--- config.mk ---
export PLATFORM = sky130hd
export DESIGN_NAME = logic_reduce_unit
export DESIGN_NICKNAME = d
export VERILOG_FILES = /design/src/rtl/logic_reduce_unit.sv
export SDC_FILE = /design/constraint.sdc
export NUM_CORES = 1
export LEC_CHECK = 0
export ABC_AREA = 0
export BUFFER_PORTS_ARGS = -buffer_cell sky130_fd_sc_hd__buf_2
export CELL_PAD_IN_SITES_DETAIL_PLACEMENT = 0
export CELL_PAD_IN_SITES_GLOBAL_PLACEMENT = 2
export CORE_AREA = 3 3 164 86
export CTS_CLUSTER_DIAMETER = 40
export CTS_CLUSTER_SIZE = 8
export DETAILED_ROUTE_END_ITERATION = 16
export DIE_AREA = 0 0 167 89
export PLACE_DENSITY_LB_ADDON = 0.1
export SYNTH_ARGS = -nofsm -noshare
export SYNTH_HDL_FRONTEND = slang
export SYNTH_SLANG_ARGS = --single-unit
--- constraint.sdc ---
create_clock -name clk -period 13.04 [get_ports clk]
set_input_delay 2.608 -clock clk [delete_from_list [all_inputs] [get_ports clk]]
set_output_delay 2.608 -clock clk [all_outputs]
set_load 0.005 [all_outputs]
--- src/rtl/logic_reduce_unit.sv ---
// Streaming frame reducer: folds every lane of every beat in a frame with a
// selectable bitwise operator and returns one result word plus a beat count.
module logic_reduce_unit #(
    parameter int WIDTH = 8,
    parameter int LANES = 4,
    parameter int CNT_W = 8
) (
    input  logic                   clk,
    input  logic                   rst,
    input  logic [1:0]             op,
    input  logic                   in_valid,
    output logic                   in_ready,
    input  logic [LANES*WIDTH-1:0] in_data,
    input  logic                   in_last,
    output logic                   out_valid,
    input  logic                   out_ready,
    output logic [WIDTH-1:0]       out_data,
    output logic [CNT_W-1:0]       out_count,
    output logic                   out_sat
);

    localparam logic [1:0] S_IDLE  = 2'd0;
    localparam logic [1:0] S_ACCUM = 2'd1;
    localparam logic [1:0] S_HOLD  = 2'd2;

    localparam logic [1:0] OP_AND  = 2'd0;
    localparam logic [1:0] OP_OR   = 2'd1;
    localparam logic [1:0] OP_XOR  = 2'd2;
    localparam logic [1:0] OP_NAND = 2'd3;

    localparam logic [CNT_W-1:0] CNT_MAX = '1;

    // NAND folds as AND; the inversion is applied once when the result is registered.
    function automatic logic [WIDTH-1:0] f_combine(
        input logic [1:0]       sel,
        input logic [WIDTH-1:0] a,
        input logic [WIDTH-1:0] b
    );
        logic [WIDTH-1:0] res;
        case (sel)
            OP_OR:   res = a | b;
            OP_XOR:  res = a ^ b;
            default: res = a & b;
        endcase
        return res;
    endfunction

    function automatic logic [CNT_W-1:0] f_sat_inc(input logic [CNT_W-1:0] c);
        return (c == CNT_MAX) ? c : c + CNT_W'(1);
    endfunction

    logic [1:0]       r_state;
    logic [1:0]       r_op;
    logic [WIDTH-1:0] r_acc;
    logic [CNT_W-1:0] r_cnt;
    logic             r_sat;
    logic [WIDTH-1:0] r_out_data;
    logic [CNT_W-1:0] r_out_count;
    logic             r_out_sat;

    logic             w_first;
    logic             w_accept;
    logic [1:0]       w_op_sel;
    logic [WIDTH-1:0] w_lr;
    logic [WIDTH-1:0] w_acc_next;
    logic [CNT_W-1:0] w_cnt_next;
    logic             w_sat_next;
    logic [WIDTH-1:0] w_out_data_next;

    assign w_first  = (r_state == S_IDLE);
    assign in_ready = (r_state != S_HOLD);
    assign w_accept = in_valid && in_ready;

    // The op input only matters on the first beat; later beats use the latched copy.
    assign w_op_sel = w_first ? op : r_op;

    always_comb begin
        w_lr = in_data[0 +: WIDTH];
        for (int i = 1; i < LANES; i++) begin
            w_lr = f_combine(w_op_sel, w_lr, in_data[i*WIDTH +: WIDTH]);
        end
    end

    always_comb begin
        w_acc_next      = w_first ? w_lr : f_combine(r_op, r_acc, w_lr);
        w_cnt_next      = w_first ? CNT_W'(1) : f_sat_inc(r_cnt);
        w_sat_next      = w_first ? 1'b0 : (r_sat || (r_cnt == CNT_MAX));
        w_out_data_next = (w_op_sel == OP_NAND) ? ~w_acc_next : w_acc_next;
    end

    always_ff @(posedge clk) begin
        if (rst) begin
            r_state     <= S_IDLE;
            r_op        <= OP_AND;
            r_acc       <= '0;
            r_cnt       <= '0;
            r_sat       <= 1'b0;
            r_out_data  <= '0;
            r_out_count <= '0;
            r_out_sat   <= 1'b0;
        end else begin
            case (r_state)
                S_IDLE, S_ACCUM: begin
                    if (w_accept) begin
                        if (w_first) begin
                            r_op <= op;
                        end
                        r_acc <= w_acc_next;
                        r_cnt <= w_cnt_next;
                        r_sat <= w_sat_next;
                        if (in_last) begin
                            r_state     <= S_HOLD;
                            r_out_data  <= w_out_data_next;
                            r_out_count <= w_cnt_next;
                            r_out_sat   <= w_sat_next;
                        end else begin
                            r_state <= S_ACCUM;
                        end
                    end
                end
                S_HOLD: begin
                    if (out_ready) begin
                        r_state <= S_IDLE;
                    end
                end
                default: r_state <= S_IDLE;
            endcase
        end
    end

    assign out_valid = (r_state == S_HOLD);
    assign out_data  = r_out_data;
    assign out_count = r_out_count;
    assign out_sat   = r_out_sat;

endmodule

* Word level (Yosys, flattened, before mapping)
Cells that the tools add are included.
** Storage, ports and cells
- Output and inout bits :: 19
- Register bits :: 38
- Logic and storage cells :: 54
- Bits of input ports :: 39
** Operators by class
- Multiplexer cells :: 14
- Equality and inequality tests :: 11
- Bitwise gates (word level) :: 13
- Reductions and logical operators :: 7
- Add/subtract/negate cells :: 1
** Operators by type and width (count)
- $pmux W8 S2 :: 4
- $and A8 B8 Y8 :: 4
- $mux W8 :: 4
- $or A8 B8 Y8 :: 4
- $xor A8 B8 Y8 :: 4
- $add A8 B1 Y8 const B :: 1
- $eq A2 B2 Y1 const B :: 4
- $eq A8 B8 Y1 const B :: 1
- $mux W2 :: 4
- $not A8 Y8 :: 1
- $eq A2 B1 Y1 const B :: 3
- $ne A2 B2 Y1 const B :: 2
- $pmux W2 S2 :: 1
- $reduce_and A2 Y1 :: 2
- $reduce_and A3 Y1 :: 1
- $logic_not A2 Y1 :: 1
- $ne A2 B1 Y1 const B :: 1
- $reduce_or A2 Y1 :: 1
- $logic_and A1 B1 Y1 :: 1
- $logic_or A1 B1 Y1 :: 1
- $mux W1 :: 1

* Logic depth before layout (Yosys ltp)
- Depth in word-level cells :: 13
- Gate-level depth with buffers :: 24
- Depth with buffers taken out :: 21

* Worst setup path after synthesis
No wires, ideal clock.
- Path kind :: input -> register
- From :: in op[1]
- To :: reg r_out_data[1], in the netlist out_data[1]
- Cell stages on the path :: 21
- Setup slack :: 6.913 ns
- Required time :: 12.918 ns
- Arrival :: 6.005 ns
- Setup time :: 0.122 ns
- Buffers on the path :: 2
- Path through :: mux2i_1 > inv_1 > ha_1 > buf_6 > clkbuf_1 > nand2_1 > o21ai_0 > inv_1 > ha_1 > a22oi_1 > o21ai_0 > inv_1 > ha_1 > nand2_1 > a31oi_2 > inv_1 > ha_1 > a21oi_1 > o21ai_0 > a22o_1 > a221o_1
** On the way
- Word-level cells in the longest chain between the ends :: 12
- Elaborated cells on any way between the ends :: 20
- Classes of those cells :: eq/ne: 3; mux: 7; bitwise: 10
** Ends and longest elaborated chain
- from (decl) :: RTL line 10 : input logic [1:0] op,
- $mux W2 *
- named net w_op_sel[1] :: RTL line 63 : logic [1:0] w_op_sel;
- $eq A2 B2 Y1 or $eq A2 B1 Y1 (tied branches) :: RTL line 40 : case (sel)
- $pmux W8 S2 :: RTL line 40
- $and A8 B8 Y8 (tied with other cells) :: RTL line 43 : default: res = a & b;
- $pmux W8 S2 :: RTL line 40
- $and A8 B8 Y8 (tied with other cells) :: RTL line 43
- $pmux W8 S2 :: RTL line 40
- $and A8 B8 Y8 (tied with other cells) :: RTL line 43
- $pmux W8 S2 :: RTL line 40
- $mux W8 :: RTL line 85 : w_acc_next = w_first ? w_lr : f_combine(r_op, r_acc, w_lr);
- $not A8 Y8 :: RTL line 88 : w_out_data_next = (w_op_sel == OP_NAND) ? ~w_acc_next : w_acc_next;
- $mux W8 * :: RTL line 88
- to (signal assigned) :: RTL line 113 : r_out_data <= w_out_data_next;
- to (decl) :: RTL line 57 : logic [WIDTH-1:0] r_out_data;
Mark *: on every way through the listed nets, which the timed path passes. The rest lies on a longest branch.
A chain may end at the register's enable or synchronous reset.

* Worst setup path in the final report
Same ends and word-level chain as after synthesis.

==> impl_metrics.env <==
export IMPL_yosysWarnings=0
export IMPL_clkLatencyLatePin_ns=0.28
export IMPL_synth_most_common_cell="inv_1"
export IMPL_rsz0062_at_grt="false"
export IMPL_route_vias_total=3231
export IMPL_cts_setup_buffers=0
export IMPL_clkSinkCount=38
export IMPL_placed_area_um2=4220
export IMPL_ys_seq_area_share_pct=19.8
export IMPL_cp_start_kind="input pin"
export IMPL_synthCells=483
export IMPL_grt_pass1_vias=3031
export IMPL_critical_path_cell_count=21
export IMPL_synth_common_cells="inv_1 (97), ha_1 (70), nand2_1 (41), dfxtp_1 (38), a21oi_1 (23)"
export IMPL_status="completed"
export IMPL_drive_gt1_share_pct=16.6
export IMPL_crit_chain="buf_2 -> mux2i_1 -> inv_1 -> ha_1 -> buf_4 -> nand2_1 -> o21ai_0 -> inv_1 -> ha_1 -> a22oi_1 -> o21ai_0 -> inv_1 -> ha_1 -> nand2_1 -> a31oi_2 -> inv_1 -> ha_1 -> a21oi_1 -> o21ai_0 -> a22o_1 -> a221o_1"
export IMPL_pre_cts_ws_ns=6.46
export IMPL_p_sw_share_pct=35.8
export IMPL_cts_clk_slew_worst_paths_ns=0.06
export IMPL_post_route_util_pct=34.7
export IMPL_chipWidth_um=167
export IMPL_clockBufferDepth=2
export IMPL_setup_tns_ns=0
export IMPL_crit_slowest_cell="buf_4"
export IMPL_syn_area_um2=3840
export IMPL_grt_max_degree=42
export IMPL_antenna_cells=0
export IMPL_drv_cap=0
export IMPL_synth_main_ff_cell="dfxtp_1"
export IMPL_yosys_area_top_type="ha_1"
export IMPL_seqPwrFrac_pct=29.4
export IMPL_die_area_um2=14900
export IMPL_power_total_mw=0.436
export IMPL_cp_max_fo=41
export IMPL_grt_use_total_pct=12.4
export IMPL_relSlewSlack_pct=38.7
export IMPL_clock_power_share_pct=31.6
export IMPL_dr_pass1_iters=4
export IMPL_setup_worst_path_class="in -> reg"
export IMPL_crit_buf_inv=6
export IMPL_fmax_ghz=0.159
export IMPL_finalSetupViolations=0
export IMPL_grt_pass1_wl_mm=15.2
export IMPL_post_drt_wl_per_cell_um=13.2
export IMPL_required_ns=13.21
export IMPL_die_y_um=89
export IMPL_drc=0
export IMPL_overflow=0
export IMPL_synthTopCellsByArea="ha_1 (23%), dfxtp_1 (20%), inv_1 (9.5%)"
export IMPL_dp_hpwl_mm=6.58
export IMPL_syn_nets=592
export IMPL_fin_crit_sh_pct=48.2
export IMPL_nets=632
export IMPL_switchingPower_mw=0.156
export IMPL_critPathCaptureType="register"
export IMPL_vdd_drop_max_v=0.0000553
export IMPL_coreArea_um2=12700
export IMPL_netlist_area_leader_share_pct=22.8
export IMPL_syn_to_final_growth_pct=14.4
export IMPL_routabilityCongestion=0.732
export IMPL_layout_min_cycle_time_ns=6.28
export IMPL_synth_seq_cells=38
export IMPL_port_buffers=57
export IMPL_cts_resized=0
export IMPL_synth_cell_types=51
export IMPL_grt_antenna_before_repair=0
export IMPL_syn_mean_instance_area_um2=7.94
export IMPL_p_int_mw=0.280
export IMPL_first_iter_violations=120
export IMPL_final_cell_area_um2=4390
export IMPL_async_flop_share_pct=0
export IMPL_num_io_pins=58
export IMPL_arrival_ns=6.45
export IMPL_synth_edf_count=0
export IMPL_worst_path_largest_cell_delay_ns=0.35
export IMPL_cts_root_buffer="clkbuf_16"
export IMPL_fp_row_count=29
export IMPL_p_per_area_nw_per_um2=99.4
export IMPL_finalHoldViolCount=0
export IMPL_tightest_slew_ns=0.912
export IMPL_hold_path_cell_count=2
export IMPL_cts_hold_fix_buffers=0
export IMPL_wirelength_mm=9.13
export IMPL_htree_levels=2
export IMPL_viasPerCell=4.66
export IMPL_skew_ns=0.00384
export IMPL_final_max_slew_viol_count=0
export IMPL_cts_inserted_buffers=5
export IMPL_power_frac_comb_pct=39.0
export IMPL_initial_core_util_pct=30.3
export IMPL_leakage_nw=2.15
export IMPL_final_antenna_net_count=0
export IMPL_ff2ff_path_depth=21
export IMPL_setup_ws_ns=6.76
export IMPL_crit_family="compound AO/OA/AOI/OAI gates"
export IMPL_min_path_type="reg -> reg"
export IMPL_cts_tree="yes"
==> flip-flops by register name (all words and copies together) (netlist names) <==
name and flops:
r_cnt 8, r_state 2, out_count 8, out_data 8, r_sat 1, out_sat 1, r_op 2, r_acc 8
==> cell families (layout without fill, tap and decap cells) <==
kind of cell / count (synthesis) / after routing / synth area share (%)
simple gates: 105 / 105 / 14.8
mux: 5 / 5 / 1.30
xor+xnor: 1 / 1 / 0.228
compound gates: 136 / 136 / 27.2
buf+inv: 128 / 169 / 13.8
flops: 38 / 38 / 19.8
fa+ha+maj: 70 / 70 / 22.8
==> placed cells by master, fill, tap and decap left out, drive strengths merged, types with 6 or more instances in the layout <==
cell / synthesis / routed
a211oi: 9 / 9
a21oi: 23 / 23
a221o: 10 / 10
a221oi: 6 / 6
a22o: 6 / 6
a22oi: 19 / 19
a31oi: 13 / 13
buf: 23 / 63
dfxtp: 38 / 38
ha: 70 / 70
inv: 98 / 98
nand2: 41 / 41
nand2b: 11 / 11
nand3: 6 / 6
nor2: 13 / 13
nor2b: 13 / 13
nor3: 6 / 6
o211a: 6 / 6
o21ai: 33 / 33
==> worst reg2reg max path: stages (launching register included) <==
cell and delay [ns]:
dfxtp_1 0.38, nor2_4 0.21, mux2i_1 0.32, inv_1 0.11, ha_1 0.29, buf_4 0.35, nand2_1 0.10, o21ai_0 0.12
inv_1 0.07, ha_1 0.28, a22oi_1 0.07, o21ai_0 0.30, inv_1 0.08, ha_1 0.28, nand2_1 0.06, a31oi_2 0.25
inv_1 0.07, ha_1 0.27, a21oi_1 0.14, o21ai_0 0.13, a22o_1 0.22, a221o_1 0.31
==> per-stage QoR <==
step | hold WS, ns | cells
finish | 0.442 | 694
global route | 0.480 | 694
CTS | 0.447 | 694
detailed placement | 0.438 | 686
global placement | 0.440 | 686
floorplan | 0.442 | 483
==> power groups by stage <==
stage / sequential (mW) / clock (mW) / combinational (mW)
final: 0.128 / 0.138 / 0.170
after global routing: 0.129 / 0.147 / 0.198
after CTS: 0.128 / 0.142 / 0.173
after detailed placement: 0.131 / 0 / 0.172
after global placement: 0.131 / 0 / 0.172
after floorplan: 0.130 / 0 / 0.133
==> path summary, 6_finish.rpt <==
kind,to,slack (ns),from
max,out_data[1],6.76,op[1]
min,out_count[6],0.44,out_count[6]
max reg2reg,out_data[1],8.51,r_state[1]
min reg2reg,out_count[6],0.44,out_count[6]
==> routing by layer <==
metal	up-vias	track usage, %	wire (um)
li1	1718	-	-
met1	1462	17.0	4810
met2	49	21.3	3960
met3	2	1.86	327
met4	0	1.80	34
met5	-	0	0
==> cell type report <==
cell class,instances,area [um^2]
Tap cell,170,213
Fill cell,1356,8280
Timing Repair Buffer,63,330
Clock buffer,5,125
Multi-Input combinational cell,317,2550
Inverter,98,373
Sequential cell,38,761
Clock inverter,3,40.0
(Power assumes the default switching activity.)
